===== src/rtl/extended_hamming_stream_encoder_pkg.sv =====
// Shared helpers for the extended Hamming (SECDED) encoder and its matching decoder:
// parity-width derivation, block-width derivation and Hamming position to data-index mapping.
package extended_hamming_stream_encoder_pkg;

  // Block bits flipped by the error-injection controls (lane 0 only).
  localparam int INJ_BIT_A = 1;
  localparam int INJ_BIT_B = 2;

  // Smallest r with 2^r >= data_width + r + 1.
  function automatic int hamming_bits(input int data_width);
    int r;
    r = 1;
    for (int i = 0; i < 31; i++) begin
      if ((1 << r) < data_width + r + 1) r = r + 1;
    end
    return r;
  endfunction

  function automatic int ext_parity_width(input int data_width);
    return hamming_bits(data_width) + 1;
  endfunction

  function automatic int block_width(input int data_width);
    return data_width + ext_parity_width(data_width);
  endfunction

  function automatic bit is_pow2(input int v);
    return (v > 0) && ((v & (v - 1)) == 0);
  endfunction

  // Data index carried at a non-power-of-two Hamming position.
  function automatic int pos_to_data_idx(input int pos);
    int n_par;
    n_par = 0;
    for (int k = 0; k < 31; k++) begin
      if ((1 << k) <= pos) n_par = n_par + 1;
    end
    return pos - 1 - n_par;
  endfunction

endpackage


===== src/rtl/extended_hamming_block_packer.sv =====
// Packs one lane's data and extended code into a block: bit 0 = overall parity,
// bit p = Hamming position p.
module extended_hamming_block_packer
  import extended_hamming_stream_encoder_pkg::*;
#(
  parameter int DATA_WIDTH = 8,
  localparam int PARITY_WIDTH = ext_parity_width(DATA_WIDTH),
  localparam int BLOCK_WIDTH  = block_width(DATA_WIDTH)
) (
  input  logic [DATA_WIDTH-1:0]   data,
  input  logic [PARITY_WIDTH-1:0] code,
  output logic [BLOCK_WIDTH-1:0]  block
);

  assign block[0] = code[0];

  genvar p;
  for (p = 1; p < BLOCK_WIDTH; p = p + 1) begin : g_pos
    if (is_pow2(p)) begin : g_par
      assign block[p] = code[$clog2(p) + 1];
    end else begin : g_dat
      assign block[p] = data[pos_to_data_idx(p)];
    end
  end

endmodule


===== src/rtl/extended_hamming_encoder.sv =====
// Combinational extended Hamming code for one lane: code[0] = overall parity,
// code[k+1] = Hamming parity for position 2^k.
module extended_hamming_encoder
  import extended_hamming_stream_encoder_pkg::*;
#(
  parameter int DATA_WIDTH = 8,
  localparam int PARITY_WIDTH = ext_parity_width(DATA_WIDTH)
) (
  input  logic [DATA_WIDTH-1:0]   data,
  output logic [PARITY_WIDTH-1:0] code
);

  localparam int HAM_BITS = PARITY_WIDTH - 1;
  localparam int TOP_POS  = DATA_WIDTH + HAM_BITS;

  // Data bits laid out at their Hamming positions; parity slots read as zero.
  logic [TOP_POS:1]    pos_vec;
  logic [HAM_BITS-1:0] ham;

  genvar p;
  for (p = 1; p <= TOP_POS; p = p + 1) begin : g_pos
    if (is_pow2(p)) begin : g_par
      assign pos_vec[p] = 1'b0;
    end else begin : g_dat
      assign pos_vec[p] = data[pos_to_data_idx(p)];
    end
  end

  always_comb begin
    ham = '0;
    for (int k = 0; k < HAM_BITS; k++) begin
      for (int q = 1; q <= TOP_POS; q++) begin
        if (((q >> k) & 1) != 0) ham[k] = ham[k] ^ pos_vec[q];
      end
    end
  end

  assign code = {ham, ^{data, ham}};

endmodule


===== src/rtl/extended_hamming_stream_encoder.sv =====
// Multi-lane SECDED stream encoder with lane-0 error injection; 1-cycle latency.
// Output register plus skid register; data_ready is registered (!skid valid), never combinational on block_ready.
module extended_hamming_stream_encoder
  import extended_hamming_stream_encoder_pkg::*;
#(
  parameter int DATA_WIDTH = 8,
  parameter int LANE_COUNT = 1,
  localparam int PARITY_WIDTH = ext_parity_width(DATA_WIDTH),
  localparam int BLOCK_WIDTH  = block_width(DATA_WIDTH)
) (
  input  logic                             clock,
  input  logic                             reset,
  input  logic                             data_valid,
  output logic                             data_ready,
  input  logic [LANE_COUNT*DATA_WIDTH-1:0] data,
  input  logic                             inject_single,
  input  logic                             inject_double,
  output logic                             block_valid,
  input  logic                             block_ready,
  output logic [LANE_COUNT*BLOCK_WIDTH-1:0] block
);

  localparam int BUS_W = LANE_COUNT * BLOCK_WIDTH;

  logic [BUS_W-1:0] enc_blocks;
  logic [BUS_W-1:0] inj_mask;
  logic [BUS_W-1:0] beat_dat;

  genvar i;
  for (i = 0; i < LANE_COUNT; i = i + 1) begin : g_lane
    logic [PARITY_WIDTH-1:0] code;

    extended_hamming_encoder #(.DATA_WIDTH(DATA_WIDTH)) u_enc (
      .data (data[i*DATA_WIDTH +: DATA_WIDTH]),
      .code (code)
    );

    extended_hamming_block_packer #(.DATA_WIDTH(DATA_WIDTH)) u_pack (
      .data  (data[i*DATA_WIDTH +: DATA_WIDTH]),
      .code  (code),
      .block (enc_blocks[i*BLOCK_WIDTH +: BLOCK_WIDTH])
    );
  end

  always_comb begin
    inj_mask = '0;
    if (inject_double) begin
      inj_mask[INJ_BIT_A] = 1'b1;
      inj_mask[INJ_BIT_B] = 1'b1;
    end else if (inject_single) begin
      inj_mask[INJ_BIT_A] = 1'b1;
    end
  end

  assign beat_dat = enc_blocks ^ inj_mask;

  logic             block_valid_q, block_valid_d;
  logic [BUS_W-1:0] block_q,       block_d;
  logic             skid_valid_q,  skid_valid_d;
  logic [BUS_W-1:0] skid_q,        skid_d;
  logic             accept;
  logic             consume;

  assign data_ready  = !skid_valid_q;
  assign block_valid = block_valid_q;
  assign block       = block_q;
  assign accept      = data_valid && data_ready;
  assign consume     = block_valid_q && block_ready;

  always_comb begin
    block_valid_d = block_valid_q;
    block_d       = block_q;
    skid_valid_d  = skid_valid_q;
    skid_d        = skid_q;
    if (skid_valid_q) begin
      // data_ready is low here, so only a consume can move state.
      if (consume) begin
        block_d       = skid_q;
        block_valid_d = 1'b1;
        skid_valid_d  = 1'b0;
      end
    end else if (accept) begin
      if (!block_valid_q || consume) begin
        block_d       = beat_dat;
        block_valid_d = 1'b1;
      end else begin
        skid_d       = beat_dat;
        skid_valid_d = 1'b1;
      end
    end else if (consume) begin
      block_valid_d = 1'b0;
    end
  end

  always_ff @(posedge clock or posedge reset) begin
    if (reset) begin
      block_valid_q <= 1'b0;
      block_q       <= '0;
      skid_valid_q  <= 1'b0;
      skid_q        <= '0;
    end else begin
      block_valid_q <= block_valid_d;
      block_q       <= block_d;
      skid_valid_q  <= skid_valid_d;
      skid_q        <= skid_d;
    end
  end

endmodule


===== config.mk =====
export PLATFORM = sky130hd
export DESIGN_NAME = extended_hamming_stream_encoder
export DESIGN_NICKNAME = d
export VERILOG_FILES = /design/src/rtl/extended_hamming_stream_encoder_pkg.sv /design/src/rtl/extended_hamming_block_packer.sv /design/src/rtl/extended_hamming_encoder.sv /design/src/rtl/extended_hamming_stream_encoder.sv
export SDC_FILE = /design/constraint.sdc
export NUM_CORES = 1
export LEC_CHECK = 0
export BUFFER_PORTS_ARGS = -buffer_cell sky130_fd_sc_hd__clkbuf_2
export CORE_UTILIZATION = 55
export CTS_CLUSTER_DIAMETER = 30
export DETAILED_ROUTE_END_ITERATION = 12
export PLACE_DENSITY = 0.82
export SYNTH_ARGS = -nofsm -noshare
export SYNTH_HDL_FRONTEND = slang
export SYNTH_SLANG_ARGS = --single-unit

===== constraint.sdc =====
create_clock -name clock -period 2.63 [get_ports clock]
set_clock_uncertainty 0.05 [all_clocks]
set_input_delay 0 -clock clock [delete_from_list [all_inputs] [get_ports clock]]
set_output_delay 0 -clock clock [all_outputs]
set_load 0.1 [all_outputs]

==> results.ini, run 1 <==
[outcome]
status=completed

[sta]
setup_tns_ns=0
worst_pin_slew_ns=1.03
period_share=0.773
slew_violations=0
hold_viol=0
rsz0062_at_grt=no
slew_headroom=0.314
fmax_mhz=492
setup_viol=0
fin_crit_ns=2.03

[power_and_ir_drop]
clockPowerShare=0.214
p_switching_uw=271
swShare=0.324
pwr_density_cell_nw_per_um2=489
peakVddDrop_mv=0.495
combPwrFrac=0.252
p_leak_nw=0.890
internal_power_uw=565
power_frac_seq=0.534

[synth]
synth_area_um2=1400
synth.avg_cell_area_um2=12.1
ys.flop_type=dfrtp_1
synth_nets=130
synth_enable_flop_cells=0
ys_types=26
synth-seq-cells=28
yosys_warnings=0
yosysSeqAreaShare=0.501
netlist_instances=116
async_flop_share=1.00

[finish]
multi_input_area_um2=648
syn2layout_area_growth_pct=22.1
regArea_um2=701
final_layout_size_suffix_gt1_frac=0.346
utilization=0.743
num-nets-final=172
fill_cells=162
diodes=0
final_cell_mix=dfrtp_1 (28), clkbuf_2 (28), nor2_1 (12), mux2_2 (12), dlygate4sd3_1 (12)

[routing]
via_count=949
wl_met3_um=71
drc=0
met2_wirelength_mm=1.23
vias_per_cell=5.16
drt-initial-drc-count=17
wl_per_cell_um=13.8
top_layer=met4
ant_nets=0
wl_met1_mm=1.18
firstDrtPassIters=4
wirelength_mm=2.54

[clocking]
clk-insertion-delay-late_ns=0.33
clock_path_buffers=2
post-cts-setup-buffers=0
cts_max_level=1
tritoncts=done
cts_num_sinks=28
numCtsBuffers=3
clk_pin_slew_ns=0.15
cts_root_buf=clkbuf_4

[critical_path]
crit_fanout=18
critPathLaunch=skid_valid_q$_DFF_PP0_
reg2reg_from=skid_valid_q$_DFF_PP0_
start_kind=flop
endpoint_kind=flop
worstSetupPathType=flop to flop
critPathRequiredTime_ns=2.86
crit_arrival_ns=2.26

[worst_hold_path]
min_path_type=primary input to flop
hp-start=inject_single

[die]
die_w_um=52.4
ios=29
initial_core_util=0.609
die_height_um=52.4
rows=17
dieArea_um2=2750
core-area_um2=2300

[place]
hpwlAfterDp_mm=1.75
gp_congestion=0.744
portBuffers=28

[grt]
grt_max_degree=29
antenna_found_initial=0
grt_remaining_overflow=0
grt_pass1_wl_mm=4.34
gr-usage-all-layers=0.224
first_global_vias=951

[job]
cap_violations=0

-- what timing repair did --
item                                   CTS  global route
hold buffers                            12             0
endpoints found under the hold margin   43             0
gates resized for setup                  0             0
-- worst paths after layout --
kind                       cells after the start  slack [ns]                      to
min                                            4        0.08   skid_q[1]$_DFFE_PP0P_
max in group asynchronous                      3        1.54    block[7]$_DFFE_PP0P_
max                                            3        0.60  skid_valid_q$_DFF_PP0_
min in group asynchronous                      3        0.37   block[11]$_DFFE_PP0P_
max reg2reg                                    3        0.60  skid_valid_q$_DFF_PP0_
min reg2reg                                    1        0.47   skid_q[2]$_DFFE_PP0P_
-- flip-flops by register name, summed over array words and instances, names as in the netlist --
signal,cells
skid_q,13
block,13
skid_valid_q,1
block_valid,1
-- power by group through the flow --
stage	clock network (mW)	registers (mW)	logic (mW)
floorplan	0	0.529	0.0803
finish	0.179	0.446	0.210
global placement	0	0.454	0.195
global route	0.195	0.448	0.224
CTS	0.184	0.446	0.211
detailed placement	0	0.454	0.197
-- metrics by stage --
step	setup slack [ns]	instance area, µm²	power, mW	std cells	hold WS [ns]
floorplan	0.405	1400	0.610	116	0.0154
global placement	0.684	1570	0.649	169	0.218
detailed placement	0.647	1570	0.652	169	0.220
CTS	0.628	1710	0.842	184	0.0565
global route	0.483	1710	0.868	184	0.0967
finish	0.596	1710	0.835	184	0.0837
-- worst max-delay path, cell delays in order, from the launching register on --
cell	delay, ns
dfrtp_1	0.85
inv_1	0.27
a22oi_1	0.22
dlygate4sd3_1	0.58
-- layout make-up --
class | instances | share of cell area
Clock buffer | 3 | 0.0132
Inverter | 5 | 0.0110
Multi-Input combinational cell | 77 | 0.379
Sequential cell | 28 | 0.410
Tap cell | 28 | 0.0205
Timing Repair Buffer | 43 | 0.166
-- logic make-up (layout without fill, tap and decap cells) --
logic type | count (synthesis) | count (layout) | synth area share
buffers and inverters | 11 | 51 | 0.0358
muxes | 22 | 22 | 0.172
DFF | 28 | 28 | 0.501
AOI/OAI and AO/OA | 17 | 17 | 0.0751
and+or+nand+nor | 24 | 24 | 0.0868
xor gates and xnor gates | 14 | 14 | 0.130
-- layer usage --
layer | track usage | vias up
met1 | 0.293 | 451
met3 | 0.0377 | 6
met5 | 0 | -
met4 | 0.114 | 0
li1 | - | 472
met2 | 0.354 | 20
-- Yosys cell counts, types with 2 or more instances --
master | count | area, µm²
dfrtp_1 | 28 | 701
mux2_2 | 12 | 135
mux2i_1 | 9 | 90.1
nand2_1 | 4 | 15.0
o21ai_0 | 2 | 10.0
a21oi_1 | 10 | 50.1
xnor2_2 | 2 | 32.5
xnor2_1 | 9 | 78.8
nor2b_1 | 2 | 12.5
nand3_1 | 2 | 10.0
xnor3_2 | 2 | 47.6
nor2_1 | 12 | 45.0
inv_1 | 5 | 18.8
buf_2 | 4 | 20.0
nand2b_1 | 2 | 12.5
Note: power is estimated with default switching activity, not from simulation.
==> run 2: changes to the inputs <==
--- a/config.mk
+++ b/config.mk
@@ -6,10 +6,10 @@
 export NUM_CORES = 1
 export LEC_CHECK = 0
 export BUFFER_PORTS_ARGS = -buffer_cell sky130_fd_sc_hd__clkbuf_2
-export CORE_UTILIZATION = 55
+export CORE_UTILIZATION = 53
 export CTS_CLUSTER_DIAMETER = 30
 export DETAILED_ROUTE_END_ITERATION = 12
-export PLACE_DENSITY = 0.82
+export PLACE_DENSITY = 0.8
 export SYNTH_ARGS = -nofsm -noshare
 export SYNTH_HDL_FRONTEND = slang
 export SYNTH_SLANG_ARGS = --single-unit
==> constraint.sdc (replaced) <==
create_clock -name clock -period 1.9 [get_ports clock]
set_clock_uncertainty 0.05 [all_clocks]
set_input_delay 0 -clock clock [delete_from_list [all_inputs] [get_ports clock]]
set_output_delay 0 -clock clock [all_outputs]
set_load 0.1 [all_outputs]
==> results.ini, run 2 (synthesis gave the netlist of run 1 again) <==
[outcome]
status=completed

[die]
initial_core_util=0.565  ; -0.0443
rows=18  ; +1
die_height_um=53.4  ; +1.8%
core-area_um2=2480  ; +7.8%
dieArea_um2=2850  ; +3.6%
ios=29  ; unchanged
die_w_um=53.4  ; +1.8%

[sta]
slew_headroom=0.596  ; +0.282
fin_crit_ns=1.69
period_share=0.888
hold_viol=0  ; unchanged
worst_pin_slew_ns=0.605  ; -0.423 ns
setup_tns_ns=0  ; unchanged
rsz0062_at_grt=no
slew_violations=0  ; unchanged
fmax_mhz=593
setup_viol=0  ; unchanged

[finish]
num-nets-final=175  ; +1.7%
layout_commonest_cell=clkbuf_2
final_cell_mix=clkbuf_2 (28), dfrtp_1 (27), nor2_1 (12), mux2_2 (12), dlygate4sd3_1 (12)
diodes=0  ; unchanged
final_layout_size_suffix_gt1_frac=0.369  ; +0.0226
syn2layout_area_growth_pct=24.7

[grt]
top_usage_layer=met2
grt_remaining_overflow=0  ; unchanged
grt_pass1_wl_mm=4.51  ; +4.0%
grt_use_met2=0.365  ; +0.0102
grtUsageMet1=0.293  ; -0.000741
antenna_found_initial=0  ; unchanged
first_global_vias=1015  ; +6.7%
grt_max_degree=17  ; -41%
gr-usage-all-layers=0.224  ; +0.000386
grt.met3_usage=0.0374  ; -0.000325

[routing]
drt-initial-drc-count=10  ; -7
wirelength_mm=2.71  ; +6.8%
ant_nets=0  ; unchanged
drc=0  ; unchanged
wl_per_cell_um=14.3  ; +3.4%
firstDrtPassIters=4  ; unchanged
vias_per_cell=5.29  ; +2.6%
via_count=1005  ; +5.9%

[worst_hold_path]
min_path_type=primary input to flop
hp-start=inject_single

[clocking]
cts_num_sinks=28  ; unchanged
post-cts-setup-buffers=0  ; unchanged
cts_root_buf=clkbuf_4
numCtsBuffers=3  ; unchanged
clk_pin_slew_ns=0.15  ; about the same
clk-insertion-delay-late_ns=0.32  ; about the same
clock_path_buffers=2  ; unchanged
cts_max_level=1  ; unchanged
tritoncts=done

[critical_path]
cp.depth=6  ; +3
endpoint_kind=flop
slowest_stage=dlygate4sd3_1
crit_arrival_ns=1.87  ; -0.39 ns
cpLargestDelayFamily=buffers and inverters
critPathLaunch=data[7]
cp-endpoint=block[8]$_DFFE_PP0P_
path_cells=dlygate4sd3_1 -> clkbuf_2 -> xnor3_2 -> xnor2_1 -> mux2_2 -> mux2_4
critPathRequiredTime_ns=2.08  ; -0.78 ns
worstSetupPathType=primary input to flop
cpPeakStageDelay_ns=0.56  ; -0.29 ns
crit_fanout=4  ; -14
start_kind=primary input
r2r_cells=3  ; unchanged
worst-path-buf-inv=2  ; unchanged
reg2reg_slack_ns=0.22  ; -0.38 ns
r2r_end=block_valid$_DFFE_PP0P_
reg2reg_from=skid_valid_q$_DFF_PP0_

[power_and_ir_drop]
peakVddDrop_mv=0.641  ; +29%
pwr_density_cell_nw_per_um2=663  ; +36%
p_leak_nw=0.898  ; +0.86%
finalPower_mw=1.16  ; +38%

[place]
portBuffers=28  ; unchanged
gp_congestion=0.748  ; +0.54%
hpwlAfterDp_mm=1.99  ; +14%

[job]
cap_violations=0  ; unchanged

## run 2: layer usage
metal	up-vias	share of wire
met3	10	0.030
met1	492	0.43
met4	0	0.030
li1	482	-
met2	21	0.51
met5	-	0
## run 2: worst min path at each step
| stage | end | cells past startpoint | slack (ns) |
|---|---|---|---|
| global route | skid_q[1]$_DFFE_PP0P_ | 4 | 0.06 |
| global placement | skid_q[12]$_DFFE_PP0P_ | 2 | 0.03 |
| detailed placement | skid_q[12]$_DFFE_PP0P_ | 2 | 0.03 |
| finish | skid_q[1]$_DFFE_PP0P_ | 4 | 0.03 |
| floorplan | block[0]$_DFFE_PP0P_ | 1 | 0.02 |
| CTS | skid_q[1]$_DFFE_PP0P_ | 4 | 0.03 |
## run 2: worst min-delay path, cell delays in order
cell      delay (ns)
clkbuf_2        0.07
nor2_1          0.04
xnor2_1         0.18
mux2i_1         0.08
## run 2: power breakdown
group          leakage, nW  switching [mW]  internal (mW)
registers            0.358         0.00750          0.610
clock network       0.0150           0.167         0.0822
logic                0.525           0.192         0.0984
total                0.898           0.366          0.790
## run 2: area by class of cell
cell class                      count  area [µm²]
Fill cell                         194         733
Sequential cell                    28         704
Multi-Input combinational cell     77         648
Timing Repair Buffer               46         305
Tap cell                           30        37.5
Clock buffer                        4        26.3
Inverter                            5        22.5
## run 2: through the flow
step / utilization / worst slack, ns / hold WS [ns] / instance area, µm² / std cells
final: 0.704 / 0.213 / 0.0327 / 1740 / 190
after global routing: 0.704 / 0.176 / 0.0555 / 1740 / 190
after CTS: 0.704 / 0.258 / 0.0332 / 1740 / 190
after detailed placement: 0.645 / 0.369 / 0.0330 / 1600 / 174
after global placement: 0.645 / 0.408 / 0.0253 / 1600 / 174
after floorplan: - / 0.0783 / 0.0154 / 1410 / 116
## run 2: repair_timing
| action | in CTS | in global routing |
|---|---|---|
| hold endpoints to repair | 30 | 0 |
| hold buffers | 12 | 0 |
| gates resized for setup | 0 | 0 |
==> run 3: changes to the inputs <==
--- a/config.mk
+++ b/config.mk
@@ -6,10 +6,10 @@
 export NUM_CORES = 1
 export LEC_CHECK = 0
 export BUFFER_PORTS_ARGS = -buffer_cell sky130_fd_sc_hd__clkbuf_2
-export CORE_UTILIZATION = 53
+export CORE_UTILIZATION = 50
 export CTS_CLUSTER_DIAMETER = 30
 export DETAILED_ROUTE_END_ITERATION = 12
-export PLACE_DENSITY = 0.8
+export PLACE_DENSITY = 0.76
 export SYNTH_ARGS = -nofsm -noshare
 export SYNTH_HDL_FRONTEND = slang
 export SYNTH_SLANG_ARGS = --single-unit
==> results.ini, run 3 (synthesis gave the netlist of run 1 again) <==
[outcome]
status=completed

[grt]
antenna_found_initial=0  ; unchanged
grt_remaining_overflow=0  ; unchanged
first_global_vias=974  ; -4.0%
grt_max_degree=18  ; +1
gr-usage-all-layers=0.210  ; -0.0143
grt_pass1_wl_mm=4.31  ; -4.4%

[sta]
setup_tns_ns=0  ; unchanged
hold_viol=0  ; unchanged
rsz0062_at_grt=no
setup_viol=0  ; unchanged
slew_violations=0  ; unchanged
slew_headroom=0.570  ; -0.0264
whs_ns=0.0576  ; +0.0248 ns
fmax_mhz=616  ; +3.9%
fin_crit_ns=1.62  ; -0.0633 ns
worst_pin_slew_ns=0.644  ; +0.0396 ns
period_share=0.854  ; -0.0333

[finish]
num-nets-final=174  ; -0.57%
final_layout_size_suffix_gt1_frac=0.371  ; +0.00232
syn2layout_area_growth_pct=24.9
final_cell_area_um2=1750  ; +0.14%
final_cell_mix=clkbuf_2 (28), dfrtp_1 (27), nor2_1 (12), mux2_2 (12), dlygate4sd3_1 (12)
diodes=0  ; unchanged
layout_commonest_cell=clkbuf_2

[power_and_ir_drop]
peakVddDrop_mv=0.484  ; -24%
pwr_density_cell_nw_per_um2=689  ; +3.9%
p_leak_nw=0.894  ; -0.42%

[critical_path]
reg2reg_slack_ns=0.32  ; +0.10 ns
start_kind=primary input
path_cells=dlygate4sd3_1 -> clkbuf_2 -> xnor3_2 -> xnor2_1 -> mux2_2 -> mux2_4
endpoint_kind=flop
crit_fanout=4  ; unchanged
slowest_stage=dlygate4sd3_1
crit_arrival_ns=1.80  ; -0.07 ns
worstSetupPathType=primary input to flop
cpPeakStageDelay_ns=0.53  ; -0.03 ns
critPathRequiredTime_ns=2.08  ; about the same

[clocking]
post-cts-setup-buffers=0  ; unchanged
clk_pin_slew_ns=0.15  ; about the same
cts_root_buf=clkbuf_4
clk-insertion-delay-late_ns=0.33  ; about the same
clock_path_buffers=2  ; unchanged
numCtsBuffers=3  ; unchanged
tritoncts=done
cts_num_sinks=28  ; unchanged
cts_max_level=1  ; unchanged

[routing]
wl_per_cell_um=14.9  ; +4.2%
firstDrtPassIters=4  ; unchanged
ant_nets=0  ; unchanged
via_count=976  ; -2.9%
wirelength_mm=2.81  ; +3.7%
drc=0  ; unchanged
drt-initial-drc-count=5  ; -5
vias_per_cell=5.16  ; -2.4%

[die]
dieArea_um2=3010  ; +5.8%
die_height_um=54.9  ; +2.8%
ios=29  ; unchanged
die_w_um=54.9  ; +2.8%
initial_core_util=0.545  ; -0.0198
rows=18  ; unchanged
core-area_um2=2570  ; +3.6%

[place]
hpwlAfterDp_mm=1.95  ; -2.1%
place_area_um2=1590  ; -0.47%
portBuffers=28  ; unchanged
gp_congestion=0.836  ; +12%

[job]
cap_violations=0  ; unchanged

[worst_hold_path]
min_path_type=primary input to flop

==> run 3: changes by cell type in the layout (fill, tap and decap cells not counted), sizes merged <==
cell,previous run,this run
buf,6,5
==> run 3: path summary, 6_finish.rpt <==
path | start | end | depth (start not counted)
max | data[7] | block[8]$_DFFE_PP0P_ | 6
min | inject_single | skid_q[1]$_DFFE_PP0P_ | 4
max reg2reg | skid_valid_q$_DFF_PP0_ | block[8]$_DFFE_PP0P_ | 4
min reg2reg | skid_q[8]$_DFFE_PP0P_ | skid_q[8]$_DFFE_PP0P_ | 1
max in group asynchronous | reset | skid_valid_q$_DFF_PP0_ | 4
min in group asynchronous | reset | block[1]$_DFFE_PP0P_ | 3
==> run 3: layout make-up <==
class	count	area, µm²
multi-input cells	77	648
fillers	203	821
clock buffers	4	36.3
repair buffers	45	298
inverters	5	22.5
well taps	30	37.5
flip-flops and latches	28	704
==> run 3: timing repair <==
action,CTS,global route
gates resized for setup,0,0
hold endpoints to repair,32,0
hold buffers,12,0
==> run 3: critical path, delay by kind of cell <==
| family | cells | cell delay, ns |
|---|---|---|
| xor gates and xnor gates | 2 | 0.61 |
| buffers and inverters | 2 | 0.68 |
| muxes | 2 | 0.51 |
==> run 3: power by group <==
part           total (mW)  switching [mW]  leakage, nW  internal [mW]
logic               0.292           0.194        0.515         0.0984
registers           0.618         0.00830        0.358          0.610
clock network       0.293           0.176       0.0210          0.117
total                1.20           0.378        0.894          0.826
==> run 3: through the flow <==
step	setup slack [ns]	util	total power, mW	instances
CTS	0.296	0.680	1.21	189
detailed placement	0.372	0.619	0.905	173
floorplan	0.0783	-	0.844	116
finish	0.277	0.680	1.20	189
global placement	0.414	0.619	0.899	173
global route	0.253	0.680	1.25	189
==> run 3: layer usage <==
layer  up-vias  track usage  wire (µm)
li1        481            -          -
met1       479        0.246       1190
met2        14        0.390       1540
met3         2       0.0246         63
met4         0       0.0750         14
met5         -            0          0
